$ cat src/rtl/adder4_pkg.sv
// Shared types and constants for the four-operand sequential adder.
// The ADDER4_SAT_EN macro (see adder4_fmt) selects saturating output;
// by default the result wraps modulo 2^WIDTH.
package adder4_pkg;

  // One state per clock of the fixed four-cycle schedule.
  typedef enum logic [1:0] {
    S_LOAD = 2'd0,
    S_ADD2 = 2'd1,
    S_ADD3 = 2'd2,
    S_ADD4 = 2'd3
  } adder4_state_t;

  // Default operand/result width.
  localparam int WIDTH_DEF = 16;

  // Accumulator width: two guard bits hold the sum of four WIDTH-bit operands.
  localparam int ACC_W_DEF = WIDTH_DEF + 2;

  // Accumulator width for an arbitrary operand width.
  function automatic int acc_w(input int w);
    return w + 2;
  endfunction

endpackage

$ cat src/rtl/adder4_fmt.sv
// Output formatter: narrows the full-precision accumulator to the result
// width. Define ADDER4_SAT_EN to clamp out-of-range totals to all-ones;
// otherwise the upper bits are dropped (modulo wrap).
module adder4_fmt
  import adder4_pkg::*;
#(
  parameter int WIDTH = WIDTH_DEF,
  parameter int ACC_W = acc_w(WIDTH)
) (
  input  logic [ACC_W-1:0] x,
  output logic [WIDTH-1:0] y
);

`ifdef ADDER4_SAT_EN
  // Any set guard bit means the total exceeds the largest representable value.
  always_comb begin
    y = x[WIDTH-1:0];
    if (|x[ACC_W-1:WIDTH]) y = '1;
  end
`else
  // Guard bits are intentionally discarded in the wrapping build.
  logic unused_hi;
  assign unused_hi = ^x[ACC_W-1:WIDTH];

  // Plain truncation to the result width.
  always_comb begin
    y = x[WIDTH-1:0];
  end
`endif

endmodule

$ cat src/rtl/adder4_seq.sv
// Free-running four-operand sequential adder. Operands are sampled on the
// LOAD edge, accumulated over three add edges, and the formatted total is
// registered on sum with a one-cycle fin pulse. Output formatting follows
// the ADDER4_SAT_EN macro (saturate when defined, wrap otherwise).
module adder4_seq
  import adder4_pkg::*;
#(
  parameter int WIDTH = WIDTH_DEF
) (
  input  logic             clk,
  input  logic             rst_n,
  input  logic [WIDTH-1:0] in1,
  input  logic [WIDTH-1:0] in2,
  input  logic [WIDTH-1:0] in3,
  input  logic [WIDTH-1:0] in4,
  output logic [WIDTH-1:0] sum,
  output logic             fin
);

  localparam int ACC_W = acc_w(WIDTH);

  adder4_state_t    state;
  adder4_state_t    state_nxt;
  logic [ACC_W-1:0] acc;
  logic [WIDTH-1:0] op2;
  logic [WIDTH-1:0] op3;
  logic [WIDTH-1:0] op4;
  logic [ACC_W-1:0] acc_total;
  logic [WIDTH-1:0] sum_fmt;

  // Final addition feeds the formatter directly so sum updates on the ADD4 edge.
  assign acc_total = acc + {2'b00, op4};

  adder4_fmt #(
    .WIDTH (WIDTH),
    .ACC_W (ACC_W)
  ) u_fmt (
    .x (acc_total),
    .y (sum_fmt)
  );

  // State register; reset parks the schedule at LOAD.
  always_ff @(posedge clk or negedge rst_n) begin
    if (!rst_n) state <= S_LOAD;
    else        state <= state_nxt;
  end

  // Fixed rotation with no stalls or idle state.
  always_comb begin
    state_nxt = S_LOAD;
    case (state)
      S_LOAD:  state_nxt = S_ADD2;
      S_ADD2:  state_nxt = S_ADD3;
      S_ADD3:  state_nxt = S_ADD4;
      S_ADD4:  state_nxt = S_LOAD;
      default: state_nxt = S_LOAD;
    endcase
  end

  // Operand capture, accumulation and result register; reset discards any in-flight sum.
  always_ff @(posedge clk or negedge rst_n) begin
    if (!rst_n) begin
      acc <= '0;
      op2 <= '0;
      op3 <= '0;
      op4 <= '0;
      sum <= '0;
      fin <= 1'b0;
    end else begin
      fin <= 1'b0;
      case (state)
        S_LOAD: begin
          acc <= {2'b00, in1};
          op2 <= in2;
          op3 <= in3;
          op4 <= in4;
        end
        S_ADD2: acc <= acc + {2'b00, op2};
        S_ADD3: acc <= acc + {2'b00, op3};
        S_ADD4: begin
          sum <= sum_fmt;
          fin <= 1'b1;
        end
        default: ;
      endcase
    end
  end

endmodule

$ cat config.mk
export PLATFORM = sky130hd
export DESIGN_NAME = adder4_seq
export DESIGN_NICKNAME = d
export VERILOG_FILES = /design/src/rtl/adder4_pkg.sv /design/src/rtl/adder4_fmt.sv /design/src/rtl/adder4_seq.sv
export SDC_FILE = /design/constraint.sdc
export NUM_CORES = 1
export LEC_CHECK = 0
export ABC_AREA = 1
export CORE_MARGIN = 2
export CORE_UTILIZATION = 45
export DETAILED_ROUTE_END_ITERATION = 8
export PLACE_DENSITY = 0.78
export SLEW_MARGIN = 10
export SYNTH_ARGS = -nofsm -noshare
export SYNTH_HDL_FRONTEND = slang
export SYNTH_SLANG_ARGS = --single-unit
$ cat constraint.sdc
create_clock -name clk -period 2.3 [get_ports clk]
set_input_delay 0.46 -clock clk [delete_from_list [all_inputs] [get_ports clk]]
set_output_delay 0.46 -clock clk [all_outputs]
set_load 0.05 [all_outputs]
==> results.md <==
* Status: finished, final reports clean
* Worst Path Required at 2.54 ns
* CTS tree: done
* Num CTS Buffers at 9
* Via count at 4750
* Crit path kind: reg2reg
* Wl on met1 at 5710 um
* Layout cell share with drive strength beyond 1 at 22.8%
* Most frequent cells in the layout: nand2_1, dfrtp_1, clkdlybuf4s50_1
* Site Rows at 39
* # Max-Cap Violations at 0
* Largest net degree at the start of global routing at 65
* Worst-Skew Late Latency at 0.35 ns
* Fmax at 438 MHz
* Commonest non-fill, non-tap cell in the layout: nand2_1
* Max Used Layer: met4
* Grt ovf at 0
* Largest family of logic cells by synthesized area: simple AND/OR/NAND/NOR gates
* Slew Limit Fails at 0
* Hold Violations, Final at 0
* GRT Util Overall at 21.9%
* Initial Util at 45.7%
* Iteration-0 DRC Markers at 172
* FF+latch area at 2080 um^2
* Gpl congestion at 0.863
* Post-synthesis mux area share at 6.99%
* Avg Inst Size Synth at 7.84 um^2
* Clk slew on worst S/H paths at 0.06 ns
* Crit path capture type: register
* Final nets at 872
* Initial antenna violation count at 0
* Minimum hold slack at 0.0936 ns
* # IOs at 83
* Gate Count Post-Synth at 657
* Synth Area in Simple Gates at 26.0%
* Switching Fraction at 35.2%
* Sink Count at 83
* Drt drc at 0
* Syn Std Cell Area at 5150 um^2
* Vias in the first global route at 4739
* Reg power frac at 34.7%
* Core ar. at 11300 um^2
* Crit share post-route at 99.4%
* DIE HEIGHT at 111 um
* Startpoint Class: register
* Routed WL per cell at 15.0 um
* Wire length of the first global-routing pass at 21800 um
* Total wire length at 13700 um
* CP Max Fanout at 7
* Clock skew at 0.00774 ns
* Diode count at 0
* Comb power frac at 33.9%
* Slew of the pin with the lowest slew margin at 0.943 ns
* Dpl cell area at 6270 um^2
* Synth Area in Adders at 9.52%
* Pint at 3.32 mW
* Die Wd at 111 um
* Net Count, Synth at 761
* Rel. slew slack at 37.1%
* First-pass iteration count of the detailed router at 5
* Area grow syn2layout at 38.8%
* Detailed Place HPWL at 9770 um
* DR vias/cell at 5.19
* HP Class: in2async
* Worst IR drop on VDD at 0.698 mV
* Share of the yosys chip area belonging to registers at 40.3%
* Synth Area in Compound Gates at 8.18%
* Clock root cell: clkbuf_16
* YS warnings at 0
* Unrepaired setup endpoints after global routing: true
* Full die area at 12300 um^2
* Final Setup Violations at 0
* Xor and xnor area share after synthesis at 1.87%
* Max Root-Sink Buffers at 2
* Post-layout minimum cycle time at 2.29 ns
* Metal3 WL at 664 um
* Routed wl met2 at 6980 um
* Arr. time, crit path at 2.53 ns
* H-tree level count at 3
* Multi-input logic area at 3110 um^2
* Post-Layout Inst Area at 7150 um^2
* Seq cells post-synth at 83
* Detail Route Antenna Nets at 0
* Clock power frac at 31.4%
* Number of I/O port buffers at 82
* Leakage at 3.36 nW
* Fill cells at 976
* Pwr dens at 717 nW/um^2
* Post-synthesis cell type count at 29
* P_sw at 1.81 mW
[kinds of logic (layout without fill, tap and decap cells)]
| group | count (synthesis) | in the layout |
|---|---|---|
| buf+inv | 92 | 208 |
| flops | 83 | 83 |
| mux | 32 | 32 |
| simple gates | 321 | 321 |
| fa+ha+maj | 38 | 38 |
| compound gates | 80 | 80 |
| xor+xnor | 11 | 11 |
[through the flow]
stage / cells / util [%] / worst slack [ns] / TNS (ns) / power, mW
after detailed placement: 886 / 55.7 / -0.0648 / -0.326 / 3.42
after global placement: 886 / 55.7 / 0.0323 / 0 / 3.38
after global routing: 916 / 63.4 / -0.144 / -0.548 / 5.39
after floorplan: 657 / - / 0.0271 / 0 / 2.81
after CTS: 904 / 58.9 / 0.00457 / 0 / 5.06
final: 916 / 63.4 / 0.0149 / 0 / 5.13
[flip-flops by register name (all words and copies together), names as in the netlist]
signal / count
fin: 1
op3: 16
op4: 16
op2: 16
sum: 16
acc: 16
state: 2
[final timing paths]
path | start | to | slack [ns] | cells past startpoint
min | rst_n | sum[10] | 0.09 | 1
min reg2reg | sum[1] | sum[1] | 0.47 | 2
min in group clk | sum[1] | sum[1] | 0.47 | 2
max reg2reg | state[1] | acc[15] | 0.01 | 14
max in group asynchronous | rst_n | op3[0] | 1.58 | 2
max | state[1] | acc[15] | 0.01 | 14
[power groups by stage]
| stage | Sequential, mW | Combinational (mW) | Clock [mW] |
|---|---|---|---|
| after global routing | 1.80 | 1.88 | 1.71 |
| after floorplan | 2.26 | 0.550 | 0 |
| after CTS | 1.78 | 1.63 | 1.65 |
| after global placement | 1.79 | 1.59 | 0 |
| after detailed placement | 1.80 | 1.62 | 0 |
| final | 1.78 | 1.74 | 1.61 |
[layout make-up]
class                   count  share of cell area (%)
clock buffers               9                    3.15
well taps                 143                    2.50
inverters                  73                    3.83
multi-input cells         482                    43.5
flip-flops and latches     83                    29.0
repair buffers            119                    16.5
clock inverters             7                    1.45
[synth_stat cells]
cell	instances	area (um^2)
a21oi_2	3	26.3
o211ai_1	3	22.5
or2_4	1	8.76
nand3b_1	6	45.0
buf_6	2	22.5
nand4_1	3	18.8
clkbuf_1	8	30.0
nand2_2	6	37.5
xor2_1	3	26.3
dfrtp_1	83	2080
xnor2_1	8	70.1
nand2_1	215	807
fa_1	2	40.0
nor2_1	41	154
a21oi_1	29	145
nor3_2	2	20.0
buf_1	1	3.75
nand3_1	40	200
buf_2	8	40.0
inv_2	2	7.51
nand3_2	2	20.0
o21a_1	1	7.51
o21ai_1	4	20.0
nor3_1	4	20.0
inv_1	71	267
mux2_2	32	360
ha_1	36	450
o21ai_0	40	200
or2_2	1	6.26
[critical path, cell delays in order (launching register included)]
cell	delay, ns
dfrtp_1	0.42
ha_4	0.23
clkbuf_16	0.17
o21ai_0	0.27
ha_1	0.33
nand2_2	0.11
inv_1	0.04
nand2_1	0.05
nand2_1	0.06
a21oi_2	0.14
nand2_1	0.07
nand2_1	0.08
nand3_2	0.07
nand2_2	0.08
nand2_2	0.04
[what timing repair did]
action	in CTS	in global routing
endpoints found under the hold margin	0	0
setup endpoints to repair	11	13
gates cloned	0	3
pin swaps	3	38
gates resized for setup	10	87
buffers inserted	2	9
hold buffers	0	0
[layer usage]
layer  vias up  global-route usage (%)
met5         -                       0
met4         0                    7.98
met3        35                    3.77
met2       133                    39.2
met1      2243                    26.6
li1       2339                       -
Note: power is estimated with default switching activity, not from simulation.
